[src/rtl/gpsdc_trip_acc.sv]
// gpsdc_trip_acc: per-trip accumulator behind the GPS distance core.
// Segment distances are queued in a small FIFO and folded into the running
// trip totals. A trip_end request closes the trip and publishes a result
// record that is held until the host takes it with out_valid && out_ready.
// Optional feature macro: TRIP_AVG_EN adds a serial restoring divider that
// produces trip_avg = floor(trip_sum / seg_cnt). Without it trip_avg is 0.
module gpsdc_trip_acc #(
    parameter int D_W        = 40,
    parameter int SUM_W      = 48,
    parameter int CNT_W      = 16,
    parameter int FIFO_DEPTH = 4
) (
    input  logic             clk,
    input  logic             reset,
    input  logic             d_valid,
    input  logic [D_W-1:0]   d_in,
    input  logic             trip_end,
    input  logic [D_W-1:0]   thr,
    output logic             out_valid,
    input  logic             out_ready,
    output logic [SUM_W-1:0] trip_sum,
    output logic [CNT_W-1:0] seg_cnt,
    output logic [CNT_W-1:0] rej_cnt,
    output logic [D_W-1:0]   seg_max,
    output logic [D_W-1:0]   trip_avg,
    output logic             ovf,
    output logic             busy
);

    localparam int AW = $clog2(FIFO_DEPTH);
    localparam int CW = AW + 1;

`ifdef TRIP_AVG_EN
    localparam int DCW = $clog2(SUM_W);
    typedef enum logic [1:0] {ACC, DIV, REPORT} state_t;
`else
    typedef enum logic [1:0] {ACC, REPORT} state_t;
`endif

    // Saturating add of one segment into the trip sum.
    function automatic logic [SUM_W-1:0] sat_add(input logic [SUM_W-1:0] a,
                                                 input logic [D_W-1:0]   b);
        logic [SUM_W:0] t;
        t = {1'b0, a} + (SUM_W+1)'(b);
        return t[SUM_W] ? {SUM_W{1'b1}} : t[SUM_W-1:0];
    endfunction

    // Saturating increment for the segment / reject counters.
    function automatic logic [CNT_W-1:0] sat_inc(input logic [CNT_W-1:0] c);
        return (&c) ? c : c + CNT_W'(1);
    endfunction

`ifdef TRIP_AVG_EN
    // Clamp the full-width quotient into the D_W-bit average.
    function automatic logic [D_W-1:0] sat_avg(input logic [SUM_W-1:0] q);
        return (|(q >> D_W)) ? {D_W{1'b1}} : q[D_W-1:0];
    endfunction
`endif

    logic [D_W-1:0]   mem [FIFO_DEPTH];
    logic [AW-1:0]    wr_ptr;
    logic [AW-1:0]    rd_ptr;
    logic [CW-1:0]    count;
    logic [CW-1:0]    count_nxt;
    logic [CW-1:0]    end_left;
    logic             end_pend;
    state_t           state;

    logic             empty;
    logic             full;
    logic             end_done;
    logic             pop;
    logic             push;
    logic             drop;
    logic             end_accept;
    logic [D_W-1:0]   head;
    logic             head_rej;

    logic [SUM_W-1:0] acc_sum;
    logic [CNT_W-1:0] acc_cnt;
    logic [CNT_W-1:0] acc_rej;
    logic [D_W-1:0]   acc_max;

    // Entries still queued when end_left reaches zero belong to the next
    // trip, so popping stops on the cycle that closes the trip.
    assign empty      = (count == '0);
    assign full       = (count == CW'(FIFO_DEPTH));
    assign end_done   = (state == ACC) && end_pend && (end_left == '0);
    assign pop        = (state == ACC) && !empty && !end_done;
    assign push       = d_valid && (!full || pop);
    assign drop       = d_valid && full && !pop;
    assign end_accept = trip_end && (state == ACC) && !end_pend;
    assign count_nxt  = count + CW'(push) - CW'(pop);
    assign head       = mem[rd_ptr];
    assign head_rej   = (thr != '0) && (head > thr);
    assign busy       = (state != ACC) || !empty;

    // Sample storage; data only, no reset needed.
    always_ff @(posedge clk) begin
        if (push) mem[wr_ptr] <= d_in;
    end

    // FIFO pointers and occupancy.
    always_ff @(posedge clk) begin
        if (reset) begin
            wr_ptr <= '0;
            rd_ptr <= '0;
            count  <= '0;
        end else begin
            if (push) wr_ptr <= wr_ptr + AW'(1);
            if (pop)  rd_ptr <= rd_ptr + AW'(1);
            count <= count_nxt;
        end
    end

`ifdef TRIP_AVG_EN
    logic [SUM_W-1:0] div_quot;
    logic [SUM_W-1:0] div_quot_nxt;
    logic [CNT_W-1:0] div_rem;
    logic [CNT_W-1:0] div_rem_nxt;
    logic [CNT_W:0]   div_trial;
    logic             div_ge;
    logic [DCW-1:0]   div_cnt;

    // One restoring step: shift in the next dividend bit, subtract if it fits.
    assign div_trial    = {div_rem, div_quot[SUM_W-1]};
    assign div_ge       = div_trial >= {1'b0, acc_cnt};
    assign div_rem_nxt  = div_ge ? CNT_W'(div_trial - {1'b0, acc_cnt})
                                 : div_trial[CNT_W-1:0];
    assign div_quot_nxt = {div_quot[SUM_W-2:0], div_ge};

    // Divider datapath: load the sum on DIV entry, then one bit per cycle.
    always_ff @(posedge clk) begin
        if (end_done) begin
            div_quot <= acc_sum;
            div_rem  <= '0;
        end else if (state == DIV) begin
            div_quot <= div_quot_nxt;
            div_rem  <= div_rem_nxt;
        end
    end
`else
    assign trip_avg = '0;
`endif

    // Trip FSM: accumulate, close on trip_end, optionally divide, report.
    always_ff @(posedge clk) begin
        if (reset) begin
            state     <= ACC;
            end_pend  <= 1'b0;
            end_left  <= '0;
            acc_sum   <= '0;
            acc_cnt   <= '0;
            acc_rej   <= '0;
            acc_max   <= '0;
            out_valid <= 1'b0;
            trip_sum  <= '0;
            seg_cnt   <= '0;
            rej_cnt   <= '0;
            seg_max   <= '0;
            ovf       <= 1'b0;
`ifdef TRIP_AVG_EN
            trip_avg  <= '0;
            div_cnt   <= '0;
`endif
        end else begin
            if (drop) ovf <= 1'b1;
            case (state)
                ACC: begin
                    if (pop) begin
                        if (head_rej) begin
                            acc_rej <= sat_inc(acc_rej);
                        end else begin
                            acc_sum <= sat_add(acc_sum, head);
                            acc_cnt <= sat_inc(acc_cnt);
                            if (head > acc_max) acc_max <= head;
                        end
                    end
                    // Occupancy after this cycle's push/pop: a same-cycle
                    // sample still belongs to the trip being closed.
                    if (end_accept) begin
                        end_pend <= 1'b1;
                        end_left <= count_nxt;
                    end else if (end_pend && pop) begin
                        end_left <= end_left - CW'(1);
                    end
                    if (end_done) begin
`ifdef TRIP_AVG_EN
                        state   <= DIV;
                        div_cnt <= '0;
`else
                        state     <= REPORT;
                        out_valid <= 1'b1;
                        trip_sum  <= acc_sum;
                        seg_cnt   <= acc_cnt;
                        rej_cnt   <= acc_rej;
                        seg_max   <= acc_max;
`endif
                    end
                end
`ifdef TRIP_AVG_EN
                DIV: begin
                    div_cnt <= div_cnt + DCW'(1);
                    if (div_cnt == DCW'(SUM_W - 1)) begin
                        state     <= REPORT;
                        out_valid <= 1'b1;
                        trip_sum  <= acc_sum;
                        seg_cnt   <= acc_cnt;
                        rej_cnt   <= acc_rej;
                        seg_max   <= acc_max;
                        trip_avg  <= (acc_cnt == '0) ? '0 : sat_avg(div_quot_nxt);
                    end
                end
`endif
                REPORT: begin
                    if (out_valid && out_ready) begin
                        out_valid <= 1'b0;
                        end_pend  <= 1'b0;
                        acc_sum   <= '0;
                        acc_cnt   <= '0;
                        acc_rej   <= '0;
                        acc_max   <= '0;
                        state     <= ACC;
                    end
                end
                default: state <= ACC;
            endcase
        end
    end

endmodule
[config.mk]
export PLATFORM = sky130hd
export DESIGN_NAME = gpsdc_trip_acc
export DESIGN_NICKNAME = d
export VERILOG_FILES = /design/src/rtl/gpsdc_trip_acc.sv
export SDC_FILE = /design/constraint.sdc
export NUM_CORES = 1
export LEC_CHECK = 0
export ABC_AREA = 1
export CORE_MARGIN = 2
export CORE_UTILIZATION = 45
export CTS_BUF_LIST = sky130_fd_sc_hd__clkbuf_2 sky130_fd_sc_hd__clkbuf_4 sky130_fd_sc_hd__clkbuf_8
export CTS_CLUSTER_DIAMETER = 40
export CTS_CLUSTER_SIZE = 12
export DETAILED_ROUTE_END_ITERATION = 10
export PLACE_DENSITY = 0.77
export SLEW_MARGIN = 20
export SYNTH_ARGS = -nofsm -noshare
export SYNTH_HDL_FRONTEND = slang
export SYNTH_SLANG_ARGS = --single-unit
[constraint.sdc]
create_clock -name clk -period 4.9 [get_ports clk]
set_clock_uncertainty 0.1 [all_clocks]
set_input_delay 0.49 -clock clk [delete_from_list [all_inputs] [get_ports clk]]
set_output_delay 0.49 -clock clk [all_outputs]
set_load 0.03 [all_outputs]
==> metrics.cfg, run 1 <==
[run_status]
status = complete, no violations

[synthesis]
synth_cells = 2997
syn_area_per_cell_um2 = 7.46
synth_top_area_share = 0.228
synthArstFlopShare = 0
ys_types = 44
synth_flop_cell = dfxtp_1
synth_seq_cells = 415
synthTopCellsByArea = dfxtp_1, edfxtp_1, nand2_1, ha_1, a21oi_1
synth-edff-count = 160
netlist_area_um2 = 22400
ys_warn_count = 0
yosysTopAreaCell = dfxtp_1
yosysSeqAreaShare = 0.443

[cts]
cts_tree = yes
insertion_delay_ps = 710
postCtsSetupBuffers = 0
clkTransAtPathRegs_ps = 80
ctsHoldBuffers = 0
htreeDepth = 2
root_buffer = clkbuf_8
cts_buffers = 60
cts.repair.resized = 0
clk_path_buf_depth = 3
clock_sinks = 415

[setup_path]
worstPathArrival_ps = 5100
crit_path_end_kind = flip-flop
worstSetupPathType = flip-flop to flip-flop
path_max_fanout = 42
startpoint_type = flip-flop
required_ps = 5410

[sta]
drv_slew = 0
period_share = 0.935
finalHoldViolCount = 0
finalCriticalPeriod_ps = 4580
tightest_slew_ps = 1150
fmax_ghz = 0.218
rsz0062_at_grt = no
setup_viol = 0
fin_ws_ps = 319
relSlewSlack = 0.233
final.setup.tns_ps = 0

[die]
io_pins = 248
row_count = 81
initial_core_util = 0.457
fp.dieArea_um2 = 51500
fp.coreArea_um2 = 49000
dieWidth_um = 227
die_h_um = 227

[routing]
drt_iter0_drc = 2045
ant_nets = 0
vias = 20500
detail_route.first_pass.iterations = 6
vias_per_cell = 5.24
drc_errors = 0
wl_per_cell_um = 17.5
wirelength_um = 68500

[global_routing]
gr-total-overflow = 0
antenna_found_initial = 1
grt_pass1_wl_um = 104000
grt_util_all_layers = 0.264
grt_max_degree = 110
grt_pass1_vias = 18800

[placed_design]
place_inst = 3806
gp_congestion = 1.02
dp_slack_ps = 492
io_buffers = 207
hpwl_um = 50000

[power]
finalPower_mw = 18.4
seq_power_share = 0.262
power_density_nw_per_um2 = 691
p_leak_nw = 11.9
internal-power_mw = 9.56
switching_power_mw = 8.85
p_sw_frac = 0.481
clock_power_share = 0.187
combPwrFrac = 0.551
peakVddDrop_mv = 0.335

[finish]
fillers = 4559
finalNonFillerCells = 3917
layout.nets = 3421
drive_gt1_frac = 0.0627
area_growth_pct = 19.1

[run]
maxCapViolations = 0

[worst_hold_path]
hp-class = input port to flip-flop

[metal layers]
metal,global-route usage,wire [µm]
met2,0.409,29800
met3,0.0438,6120
met1,0.362,29800
met5,0,0
met4,0.114,2830
[worst max-delay path: stages (launching register included)]
cell	delay, ps
dfxtp_2	340
inv_2	530
o21ai_0	160
o22ai_1	870
ha_1	410
a21oi_1	160
nand2_1	70
a21oi_1	140
nor2_1	60
nor2_1	90
nand2_1	160
nand2_1	120
nand3_2	230
inv_2	500
buf_12	290
nand2_1	90
a21oi_1	140
[synth_stat cells, types with 46 or more instances]
| master | number |
|---|---|
| nor2_1 | 393 |
| ha_1 | 130 |
| edfxtp_1 | 160 |
| inv_1 | 357 |
| o21ai_0 | 184 |
| nand3_1 | 130 |
| nand4_1 | 46 |
| buf_4 | 47 |
| clkbuf_1 | 89 |
| nand2_1 | 743 |
| a21oi_1 | 295 |
| dfxtp_1 | 255 |
[final cells by class]
class / instances / area (µm²) / area share
Antenna cell: 1 / 2.50 / 0.0000940
Clock buffer: 72 / 963 / 0.0362
Clock inverter: 38 / 551 / 0.0207
Inverter: 362 / 1360 / 0.0511
Multi-Input combinational cell: 2100 / 10500 / 0.393
Sequential cell: 415 / 9910 / 0.372
Tap cell: 664 / 831 / 0.0312
Timing Repair Buffer: 265 / 2540 / 0.0954
[registers in the layout, summed over array words and instances, names as in the netlist, 16 cells and up, named ones only]
name / count
rej_cnt: 16
mem: 160
seg_max: 40
acc_sum: 48
seg_cnt: 16
acc_rej: 16
acc_max: 40
trip_sum: 48
acc_cnt: 16
[cell families (layout without fill, tap and decap cells)]
kind of cell | Yosys count | in the layout | synth area share
simple gates | 1370 | 1370 | 0.250
compound gates | 539 | 539 | 0.128
buf+inv | 521 | 737 | 0.0967
flops | 415 | 415 | 0.443
fa+ha+maj | 132 | 132 | 0.0746
xor+xnor | 18 | 18 | 0.00705
other cells | 1 | 41 | 0.000168
mux | 1 | 1 | 0.000448
[per-stage QoR]
stage	hold slack, ps	utilization	instance area [µm²]
final	308	0.544	26600
after global routing	312	0.544	26600
after CTS	269	0.544	26600
after detailed placement	352	0.513	25100
after global placement	348	0.513	25100
after floorplan	336	-	22500
[worst paths after layout]
check,to,startpoint,slack [ps],cells after the start
worst max-delay path,acc_sum[30],flip-flop,320,16
worst min-delay path,mem[0][24],d_in[24],310,1
worst max register to register,acc_sum[30],flip-flop,320,16
worst min register to register,acc_max[32],acc_max[32],360,2
[power by group through the flow]
stage	Sequential [mW]	Clock [mW]	Combinational, mW
after floorplan	5.06	0	6.45
after global placement	4.89	0	9.71
after detailed placement	4.88	0	9.86
after CTS	4.82	3.50	9.93
after global routing	4.90	3.63	11.2
final	4.83	3.44	10.1
[cell usage in the layout, fill, tap and decap left out, types with 5 or more instances in the layout]
| cell | count |
|---|---|
| inv_6 | 6 |
| ha_1 | 130 |
| nand3_1 | 130 |
| a21oi_1 | 295 |
| nand4_1 | 46 |
| clkdlybuf4s50_1 | 206 |
| buf_4 | 55 |
| o22ai_1 | 15 |
| xor2_1 | 17 |
| nor2_1 | 389 |
| nand2_1 | 743 |
| inv_1 | 355 |
| edfxtp_1 | 160 |
| clkinv_2 | 5 |
| a32oi_1 | 25 |
| o21ai_0 | 184 |
| bufinv_16 | 10 |
| inv_8 | 6 |
| dfxtp_1 | 254 |
| nor3_1 | 19 |
| inv_2 | 6 |
| conb_1 | 40 |
| or2_2 | 12 |
| nand3_2 | 5 |
| clkbuf_8 | 68 |
| or2_0 | 5 |
| a21o_1 | 6 |
Note: power is estimated with default switching activity, not from simulation.
==> run 2: changes to the inputs <==
Settings changed: GPL_ROUTABILITY_DRIVEN set to 1.
==> results of run 2 <==
The final DEF is identical to that of run 1; final timing and power are the same.
